[config.mk]
export PLATFORM = sky130hd
export DESIGN_NAME = fir_sample_serializer_flat
export DESIGN_NICKNAME = d
export VERILOG_FILES = /design/src/rtl/fir_sample_serializer_if.sv /design/src/rtl/fir_sample_serializer.sv /design/src/flat_wrapper.sv
export SDC_FILE = /design/constraint.sdc
export NUM_CORES = 1
export LEC_CHECK = 0
export ABC_AREA = 1
export ABC_CLOCK_PERIOD_IN_PS = 1890
export CAP_MARGIN = 20
export CORE_MARGIN = 1.5
export CORE_UTILIZATION = 30
export CTS_CLUSTER_DIAMETER = 200
export DETAILED_ROUTE_END_ITERATION = 10
export PLACE_DENSITY = 0.6
export SYNTH_ARGS = -nofsm -noshare
export SYNTH_HDL_FRONTEND = slang
export SYNTH_SLANG_ARGS = --single-unit
[constraint.sdc]
create_clock -name clk -period 1.89 [get_ports clk]
set_input_delay 0.2835 -clock clk [delete_from_list [all_inputs] [get_ports clk]]
set_output_delay 0.2835 -clock clk [all_outputs]
set_load 0.05 [all_outputs]
[src/rtl/fir_sample_serializer_if.sv]
// Parallel sample handshake between the FIR filter output and the serializer.
// The filter is the master; it cannot stall, so ready is advisory only.
interface fir_sample_serializer_if #(
    parameter int DATA_WIDTH = 32
);
    logic [DATA_WIDTH-1:0] sample_in;
    logic                  sample_valid;
    logic                  sample_ready;

    modport master (
        output sample_in,
        output sample_valid,
        input  sample_ready
    );

    modport slave (
        input  sample_in,
        input  sample_valid,
        output sample_ready
    );
endinterface

[src/rtl/fir_sample_serializer.sv]
// Scales accepted FIR samples and shifts them out MSB-first on sclk/sdata/fsync,
// with a one-word holding register and a saturating count of refused samples.
module fir_sample_serializer #(
    parameter int DATA_WIDTH = 32,
    parameter int CLK_DIV    = 2,
    parameter int SCALE      = 0,
    parameter int DROP_CNT_W = 16
) (
    input  logic                    clk,
    input  logic                    reset,
    fir_sample_serializer_if.slave  samples,
    output logic                    sclk,
    output logic                    sdata,
    output logic                    fsync,
    output logic                    busy,
    output logic                    sample_drop,
    output logic [DROP_CNT_W-1:0]   drop_count
);

    localparam int DIV_W = (CLK_DIV > 1) ? $clog2(CLK_DIV) : 1;
    localparam int BIT_W = $clog2(DATA_WIDTH);
    localparam logic [DIV_W-1:0] DIV_LAST = DIV_W'(CLK_DIV - 1);
    localparam logic [BIT_W-1:0] BIT_LAST = BIT_W'(DATA_WIDTH - 1);

    typedef enum logic {
        IDLE,
        SHIFT
    } state_t;

    state_t                state;
    state_t                state_next;
    logic [DATA_WIDTH-1:0] hold;
    logic                  hold_valid;
    logic [DATA_WIDTH-1:0] shreg;
    logic [BIT_W-1:0]      bit_cnt;
    logic [DIV_W-1:0]      div_cnt;
    logic                  phase_high;

    logic accept;
    logic refuse;
    logic div_wrap;
    logic load;
    logic shift;

    assign samples.sample_ready = !hold_valid;
    assign accept   = samples.sample_valid && !hold_valid;
    assign refuse   = samples.sample_valid && hold_valid;
    assign div_wrap = (div_cnt == DIV_LAST);

    // NOTE: every signal written here gets a default first, so no path can infer a latch.
    always_comb begin
        state_next = state;
        load       = 1'b0;
        shift      = 1'b0;
        case (state)
            IDLE: begin
                if (hold_valid) begin
                    load       = 1'b1;
                    state_next = SHIFT;
                end
            end
            SHIFT: begin
                if (phase_high && div_wrap) begin
                    if (bit_cnt != '0) begin
                        shift = 1'b1;
                    end else if (hold_valid) begin
                        load = 1'b1;
                    end else begin
                        state_next = IDLE;
                    end
                end
            end
            default: state_next = IDLE;
        endcase
    end

    // NOTE: sequential state uses non-blocking assignments so every register samples pre-edge values.
    always_ff @(posedge clk) begin
        if (reset) begin
            state <= IDLE;
        end else begin
            state <= state_next;
        end
    end

    always_ff @(posedge clk) begin
        if (reset) begin
            hold_valid  <= 1'b0;
            shreg       <= '0;
            bit_cnt     <= '0;
            div_cnt     <= '0;
            phase_high  <= 1'b0;
            sample_drop <= 1'b0;
            drop_count  <= '0;
        end else begin
            sample_drop <= refuse;
            if (refuse && (drop_count != '1)) begin
                drop_count <= drop_count + 1'b1;
            end

            if (accept) begin
                hold_valid <= 1'b1;
            end else if (load) begin
                hold_valid <= 1'b0;
            end

            // A load restarts the bit timing, whether from IDLE or back-to-back.
            if (load) begin
                shreg      <= hold;
                bit_cnt    <= BIT_LAST;
                div_cnt    <= '0;
                phase_high <= 1'b0;
            end else if (state == SHIFT) begin
                if (div_wrap) begin
                    div_cnt    <= '0;
                    phase_high <= !phase_high;
                end else begin
                    div_cnt <= div_cnt + 1'b1;
                end
                if (shift) begin
                    shreg   <= {shreg[DATA_WIDTH-2:0], 1'b0};
                    bit_cnt <= bit_cnt - 1'b1;
                end
            end
        end
    end

    // NOTE: hold data needs no reset; it is only ever consumed while hold_valid is set.
    always_ff @(posedge clk) begin
        if (accept) begin
            hold <= $signed(samples.sample_in) >>> SCALE;
        end
    end

    assign busy  = (state == SHIFT);
    assign sclk  = busy && phase_high;
    assign sdata = busy && shreg[DATA_WIDTH-1];
    assign fsync = busy && (bit_cnt == BIT_LAST);

endmodule

[src/flat_wrapper.sv]
// flat-port wrapper written by rule: the top's interface ports become plain ports
module fir_sample_serializer_flat 
#(
    parameter int DATA_WIDTH = 32,
    parameter int CLK_DIV    = 2,
    parameter int SCALE      = 0,
    parameter int DROP_CNT_W = 16
)
  (clk, reset, sclk, sdata, fsync, busy, sample_drop, drop_count, samples_sample_in, samples_sample_valid, samples_sample_ready);
  fir_sample_serializer_if #(.DATA_WIDTH(DATA_WIDTH)) samples_i ();
  input  logic clk;
  input  logic reset;
  output logic sclk;
  output logic sdata;
  output logic fsync;
  output logic busy;
  output logic sample_drop;
  output logic [DROP_CNT_W-1:0] drop_count;
  input wire logic [$bits(samples_i.sample_in)-1:0] samples_sample_in;
  input wire logic [$bits(samples_i.sample_valid)-1:0] samples_sample_valid;
  output wire logic [$bits(samples_i.sample_ready)-1:0] samples_sample_ready;
  assign samples_i.sample_in = samples_sample_in;
  assign samples_i.sample_valid = samples_sample_valid;
  assign samples_sample_ready = samples_i.sample_ready;
  fir_sample_serializer #(.DATA_WIDTH(DATA_WIDTH), .CLK_DIV(CLK_DIV), .SCALE(SCALE), .DROP_CNT_W(DROP_CNT_W)) u_core (.clk(clk), .reset(reset), .samples(samples_i), .sclk(sclk), .sdata(sdata), .fsync(fsync), .busy(busy), .sample_drop(sample_drop), .drop_count(drop_count));
endmodule
After elaboration in Yosys (flattened, before gate mapping) --
Index checks and enable logic that the tools add are counted.
Word-level totals: word-level logic and storage cells 50, register bits 90
Cells by class: add/subtract/negate cells 3, reductions and logical operators 16, eq/ne operators 2, bitwise gates (word level) 1, multiplexer cells 19
Operators with widths (number):
- 32-bit 2-to-1 mux | 3
- 16-bit by 1-bit adder with 16-bit output, second input constant | 1
- 16-bit != test, second input constant | 1
- 5-bit 2-to-1 mux | 3
- 1-bit 2-to-1 mux | 11
- 1-bit logical AND | 7
- 2-bit nonzero test | 3
- 5-bit equality test, second input constant | 1
- 5-bit nonzero test | 1
- 5-bit by 1-bit subtractor with 5-bit output, second input constant | 1
- 1-bit one-hot mux with 2 select lines | 2
- 2-bit AND reduction | 2
- 1-bit zero test | 2
- 2-bit OR reduction | 1
- 1-bit adder, second input constant | 1
- 1-bit NOT | 1

Logic depth before layout (Yosys ltp) --
depth in word-level cells 7, mapped depth 12

Worst setup path before layout --
Ideal clock, no wire load.
path type reg2out, from register u_core.state, in the netlist u_core.busy, to output port fsync, buffers on the path 0, cell stages (with the launch flop) 3, data arrival time 1941 ps, path slack -334 ps, cells stage by stage dfxtp_1 -> inv_2 -> nor3_1
Between the ends: word-level cells in the longest chain between the ends 1
RTL lines:
- start, declared | line fir_sample_serializer.sv:30 | state_t state;
- start signal, assigned | line fir_sample_serializer.sv:82 | state <= state_next;
- 1-bit logical AND | line fir_sample_serializer.sv:138 | assign fsync = busy && (bit_cnt == BIT_LAST);
- end, declared | line flat_wrapper.sv:15 | output logic fsync;
No other way between the ends.

Worst setup path in the final report --
from register u_core.drop_count[15], to output port drop_count[15]
RTL lines:
- start, declared | line fir_sample_serializer.sv:17 | output logic [DROP_CNT_W-1:0] drop_count
- start signal, assigned | line fir_sample_serializer.sv:98 | drop_count <= drop_count + 1'b1;
- end, declared | line flat_wrapper.sv:18 | output logic [DROP_CNT_W-1:0] drop_count;
No word-level cell between the ends.

==> flow_metrics.py <==
metrics = {
    "synthesis": {
        "synth_cell_types": 30,
        "yosys_warnings": 0,
        "yosys-top-cells-area": "dfxtp_1 (28%), edfxtp_1 (23%), nand2_1 (14%)",
        "async_flop_share": 0,
        "yosys.area.top_type": "dfxtp_1",
        "synth.avg_cell_area_um2": 7.85,
        "yosysSeqAreaShare": 0.518,
        "synthCells": 522,
        "syn_nets": 560,
        "ys_ff_latch": 90,
        "synth_ff_type": "dfxtp_1",
        "synth_top_area_share": 0.283,
        "synth_edf_count": 32,
        "netlist_area_mm2": 0.00410,
    },
    "place": {
        "io_buffer_count": 56,
        "placed_cells": 743,
        "gp_congestion": 0.773,
        "post-dp-hpwl_mm": 5.44,
    },
    "routing": {
        "postRouteAntennaNets": 0,
        "viasPerCell": 4.43,
        "wl_per_cell_um": 10.7,
        "vias": 3365,
        "drt-pass1-iter-count": 4,
        "drt_wl_total_mm": 8.10,
        "drc": 0,
        "dr_wl_met2_mm": 3.71,
        "wl_met3_um": 312,
        "wl_met1_mm": 3.89,
        "top_layer": "met4",
        "drtIter0Drc": 193,
    },
    "floorplanning": {
        "die_h_um": 120,
        "start_util": 0.308,
        "io_pins": 57,
        "die_x_um": 120,
        "core_area_mm2": 0.0133,
        "dieArea_mm2": 0.0144,
        "rows": 42,
    },
    "setup_path": {
        "crit_type": "flop to primary output",
        "cp_num_buf_inv": 1,
        "worst_r2r_startpoint": "u_core.bit_cnt[0]$_SDFFE_PP0P_",
        "crit_family": "buffers and inverters",
        "r2r_end": "u_core.phase_high$_SDFFE_PP0P_",
        "cp.required_ns": 1.61,
        "ff2ff_path_depth": 8,
        "startpoint": "u_core.drop_count[15]$_SDFFE_PP0P_",
        "worst-path-stages": 1,
        "critPathSlowestCell": "clkdlybuf4s50_1",
        "critPathCapture": "drop_count[15]",
        "arrival_ns": 1.55,
        "worstSetupStartpointType": "flop",
        "rrSetupSlack_ns": 0.26,
        "crit_fanout": 4,
        "cp-end-kind": "primary output",
        "cpPeakStageDelay_ns": 0.83,
        "cp_cell_sequence": "clkdlybuf4s50_1",
    },
    "clock_network": {
        "cts_buffer_depth": 2,
        "htreeDepth": 3,
        "hold_buffers": 0,
        "numCtsBuffers": 9,
        "clkTransAtPathRegs_ns": 0.06,
        "clock-sinks": 90,
        "cts_tree": "done",
        "clk_latency_ns": 0.34,
        "root_buffer": "clkbuf_16",
    },
    "final_layout": {
        "layout_commonest_cell": "nand2_1",
        "layout_common_cells": "nand2_1 (158), nor2_1 (79), dfxtp_1 (58), inv_1 (55), nand3_1 (46)",
        "antenna_cells": 0,
        "fillers": 1368,
        "area_delta_synth_final_pct": 25.6,
        "nNetsFinal": 616,
        "final_cells": 759,
        "drive_gt1_frac": 0.106,
        "multi_input_area_mm2": 0.00164,
        "seq_area_mm2": 0.00212,
    },
    "timing": {
        "rsz0062_at_grt": "false",
        "max_slew_margin": 0.656,
        "setup_tns_ns": 0,
        "final_max_slew_viol_count": 0,
        "setup_viol": 0,
        "fin_worst_skew_ns": 0.00538,
        "period_needed_ns": 1.83,
        "worst_pin_slew_ns": 0.514,
        "period_share": 0.968,
        "fmax_mhz": 547,
        "finalHoldViolCount": 0,
    },
    "outcome": {
        "status": "complete, no violations",
    },
    "global_route": {
        "grt_usage": 0.119,
        "grt_overflow": 0,
        "grt_pass1_vias": 3247,
        "grt_pass1_wl_mm": 13.9,
        "antenna_found_initial": 0,
        "grt_start_max_net_pins": 39,
    },
    "hold_path": {
        "hold_path.class": "input pin to flop",
    },
    "power_and_ir_drop": {
        "cellLeakagePower_nw": 2.23,
        "peakVddDrop_v": 0.000479,
        "power.density_mw_per_mm2": 938,
    },
    "flow_run": {
        "drv_cap": 0,
    },
}
[timing repair]
item | in CTS | in global routing
setup buffers | 0 | 0
gates resized for setup | 9 | 6
endpoints found under the setup margin | 9 | 17
[flip-flops by register name, indices dropped and copies added, names as in the netlist]
signal              count
u_core.hold            32
u_core.drop_count      16
u_core.busy             1
u_core.bit_cnt          5
u_core.sample_drop      1
u_core.shreg           32
u_core.phase_high       1
u_core.hold_valid       1
u_core.div_cnt          1
[through the flow]
stage | utilization | hold slack [ns] | setup slack [ns] | cell area, µm² | power [mW]
floorplan | - | 0.382 | 0.0145 | 4100 | 3.01
global placement | 0.366 | 0.448 | 0.0475 | 4870 | 3.21
detailed placement | 0.366 | 0.452 | 0.00707 | 4870 | 3.24
CTS | 0.386 | 0.393 | 0.00325 | 5130 | 4.90
global route | 0.387 | 0.416 | 0.0234 | 5150 | 5.10
finish | 0.387 | 0.399 | 0.0612 | 5150 | 4.83
[report_power, final]
part	leakage, nW	switching [mW]	internal, mW
Clock	0.125	0.710	0.925
Sequential	0.779	0.111	2.20
Combinational	1.32	0.511	0.372
Total	2.23	1.33	3.50
[layer usage]
metal | GRT usage | vias to the layer above
met5 | 0 | -
met4 | 0.0528 | 0
met3 | 0.0280 | 16
met2 | 0.205 | 59
met1 | 0.140 | 1546
li1 | - | 1744
[cell type report]
class                           count  area share
Multi-Input combinational cell    354       0.318
Clock inverter                      4     0.00535
Inverter                           58      0.0423
Sequential cell                    90       0.412
Timing Repair Buffer               65       0.132
Clock buffer                       12      0.0479
Tap cell                          176      0.0428
[kinds of logic after synthesis]
kind of cell | share of synthesized area
xor gates and xnor gates | 0.0150
AOI/OAI and AO/OA | 0.0376
and+or+nand+nor | 0.334
buffers and inverters | 0.0864
DFF | 0.518
adders and majority gates | 0.00916
[synthesized netlist by cell type, types with 2 or more instances]
master      n
ha_1        3
edfxtp_1   32
buf_8       3
nor2_4      2
dfxtp_1    58
buf_1       2
o21ai_1     4
buf_2      10
xnor2_1     3
nor3_1      5
inv_2       3
nor2_1     79
xor2_1      4
nand4_1     7
nand3_1    46
o21ai_0     3
nand2_1   158
a21oi_2     3
nor2_2     14
buf_4       4
inv_1      55
nand2_4     3
a21oi_1    14
[worst min path at each step]
stage	startpoint	to	slack, ns	cells after the start
finish	reset	u_core.shreg[20]$_SDFFE_PP0P_	0.40	4
global route	reset	u_core.shreg[20]$_SDFFE_PP0P_	0.42	4
CTS	reset	u_core.shreg[20]$_SDFFE_PP0P_	0.39	4
detailed placement	u_core.bit_cnt[4]$_SDFFE_PP0P_	u_core.bit_cnt[4]$_SDFFE_PP0P_	0.45	2
global placement	u_core.bit_cnt[4]$_SDFFE_PP0P_	u_core.bit_cnt[4]$_SDFFE_PP0P_	0.45	2
floorplan	samples_sample_in[0]	u_core.hold[0]$_DFFE_PP_	0.38	0
No activity file was read; power rests on OpenSTA's default activity.
==> RTL change, RTL diff (same settings) <==
Register the output `drop_count` once more, cleared by the reset; this adds one clock of latency there. The other outputs are not delayed to match.
--- a/src/rtl/fir_sample_serializer.sv
+++ b/src/rtl/fir_sample_serializer.sv
@@ -26,6 +26,8 @@
         IDLE,
         SHIFT
     } state_t;
+
+    logic [DROP_CNT_W-1:0] drop_count_s0;
 
     state_t                state;
     state_t                state_next;
@@ -91,11 +93,11 @@
             div_cnt     <= '0;
             phase_high  <= 1'b0;
             sample_drop <= 1'b0;
-            drop_count  <= '0;
+            drop_count_s0 <= '0;
         end else begin
             sample_drop <= refuse;
-            if (refuse && (drop_count != '1)) begin
-                drop_count <= drop_count + 1'b1;
+            if (refuse && (drop_count_s0 != '1)) begin
+                drop_count_s0 <= drop_count_s0 + 1'b1;
             end
 
             if (accept) begin
@@ -137,5 +139,13 @@
     assign sdata = busy && shreg[DATA_WIDTH-1];
     assign fsync = busy && (bit_cnt == BIT_LAST);
 
+    always_ff @(posedge clk) begin
+        if (reset) begin
+            drop_count <= '0;
+        end else begin
+            drop_count <= drop_count_s0;
+        end
+    end
+
 endmodule
 
Function: changed (Yosys sat finds a counterexample within 4 cycles, from zero or initial values and one cycle with reset high).
==> RTL change against the unedited design <==
  * The flow now finishes with violations (design-rule violations)
  * Wire length grew 7.4%
  * Combinational power shrank 1%
  * Cell count is 6.5% higher
  * Largest power group unchanged
  * Synthesized cell count rose by 8.4%
  * Setup slack improved by 91 ps
  * Sequential share of layout area is 2.9 points higher
  * Largest cell class unchanged
  * Design area rose by 7.6%
  * Area after synthesis rose by 10%
  * Total power is 7.7% higher
  * Sequential cell count grew 16
==> RTL change: results (changes against the unedited design) <==
cells_and_area:
  reg.largest.list: "u_core.hold (32), u_core.shreg (32)"
  fin_nets: 658  # +6.8%
  drive_gt1_frac: 0.08333  # -0.02301
  fillers: 1484  # +8.5%
clocking:
  clk_latency_ps: 350
  post_cts_resized: 0  # -9
status:
  status: "complete, but fails checks"
  violations: "design-rule violations"
global_routing:
  grt_use_total: 0.1174  # -0.001459
  grt_pass1_vias: 3464  # +6.7%
  grt_first_pass_wirelength_um: 15030  # +8.1%
  antenna_found_initial: 0  # unchanged
sta:
  relSlewSlack: 0.6605  # +0.004162
  finClkSkew_ps: 6.776  # +1.398 ps
  maxSlewViolCount: 0  # unchanged
yosys:
  ys_types: 28  # -6.7%
  synth_fa_ha_area_frac: 0.008303  # -0.0008570
  synth_commonest_cells: "144 x nand2_1, 107 x nor2_1, 74 x dfxtp_1"
  synth_area_leaders: "dfxtp_1 33%, edfxtp_1 21%, nand2_1 12%"
  ys_seq_area_frac: 0.5403  # +0.02241
  syn-num-nets: 604  # +7.9%
  synth_compound_area_frac: 0.03570  # -0.001853
placement:
  gp_congestion: 0.7951  # +2.9%
  hpwl_um: 5933  # +9.2%
  place_area_um2: 5280  # +8.5%
worst_setup_path:
  cpLargestDelayFamily: "buffers and inverters"
  rr_worst_depth: 10  # +2
  crit_arrival_ps: 1450  # -100 ps
  critPathMaxStageDelay_ps: 800  # -30 ps
  cp_max_fo: 1  # -3
route:
  wire_per_inst_um: 10.75  # +0.84%
  vias: 3553  # +5.6%
  drt_first_pass_iters: 9  # +5
  drc: 1  # +1
  drt_iter0_drc: 214  # +11%
power_and_ir_drop:
  p_leak_nw: 2.274  # +2.1%
  ir_drop_v: 0.0004695  # -2.0%
  netSwitchingFraction: 0.2721  # -0.003709
RTL change: changes by cell type after synthesis, moves of 6 or more:
cell	unedited run	this run
nor2_2	14	3
inv_1	55	68
clkbuf_1	1	7
nor2_1	79	107
dfxtp_1	58	74
nand2_1	158	144
buf_6	0	8
nand2_2	1	12
buf_2	10	3
RTL change: cell families (layout without fill, tap and decap cells):
kind of cell               count (synthesis)  count (layout)
and+or+nand+nor                          331             331
DFF                                      106             106
buffers and inverters                     92             150
AOI/OAI and AO/OA                         29              29
xor gates and xnor gates                   5               5
adders and majority gates                  3               3
RTL change: power groups by stage:
stage                     combinational (mW)  sequential, mW  clock (mW)
after floorplan                        0.650            2.68           0
after global placement                 0.856            2.68           0
after detailed placement               0.884            2.69           0
after CTS                              0.887            2.64        1.78
after global routing                   0.996            2.66        1.88
final                                  0.873            2.64        1.69
RTL change: cell type report:
| type | count | area [um2] | share of cell area |
|---|---|---|---|
| inverter | 70 | 265.3 | 0.04787 |
| clock buffer | 11 | 232.7 | 0.04200 |
| timing repair buffer | 65 | 685.7 | 0.1237 |
| multi-input combinational | 368 | 1657 | 0.2989 |
| tap | 184 | 230.2 | 0.04154 |
| clock inverter | 4 | 28.78 | 0.005193 |
| sequential | 106 | 2442 | 0.4407 |
RTL change: worst paths after layout:
check / from / to / slack, ps
worst max register to register: u_core.bit_cnt[0] / u_core.shreg[7] / 220
worst min register to register: u_core.drop_count_s0[15] / u_core.drop_count[15] / 470
worst min-delay path: reset / u_core.bit_cnt[3] / 410
worst max-delay path: u_core.drop_count[6] / drop_count[6] / 150
RTL change: stage by stage:
step           hold slack [ps]  worst slack, ps  utilization  cells
3_5_place_dp             462.8            228.5       0.3606    793
2_1_floorplan            382.4            8.343            -    566
4_1_cts                  397.1            128.0       0.3784    808
3_3_place_gp             448.9            302.5       0.3606    793
6_report                 406.0            152.6       0.3784    808
5_1_grt                  445.3            46.56       0.3784    808
RTL change: routing by layer:
layer / routed length, um / vias up / share of wire / global-route usage
li1: - / 1863 / - / -
met2: 4238 / 74 / 0.49 / 0.2039
met5: 0 / - / 0 / 0
met1: 3847 / 1605 / 0.44 / 0.1300
met3: 483 / 11 / 0.056 / 0.04206
met4: 120 / 0 / 0.014 / 0.05003
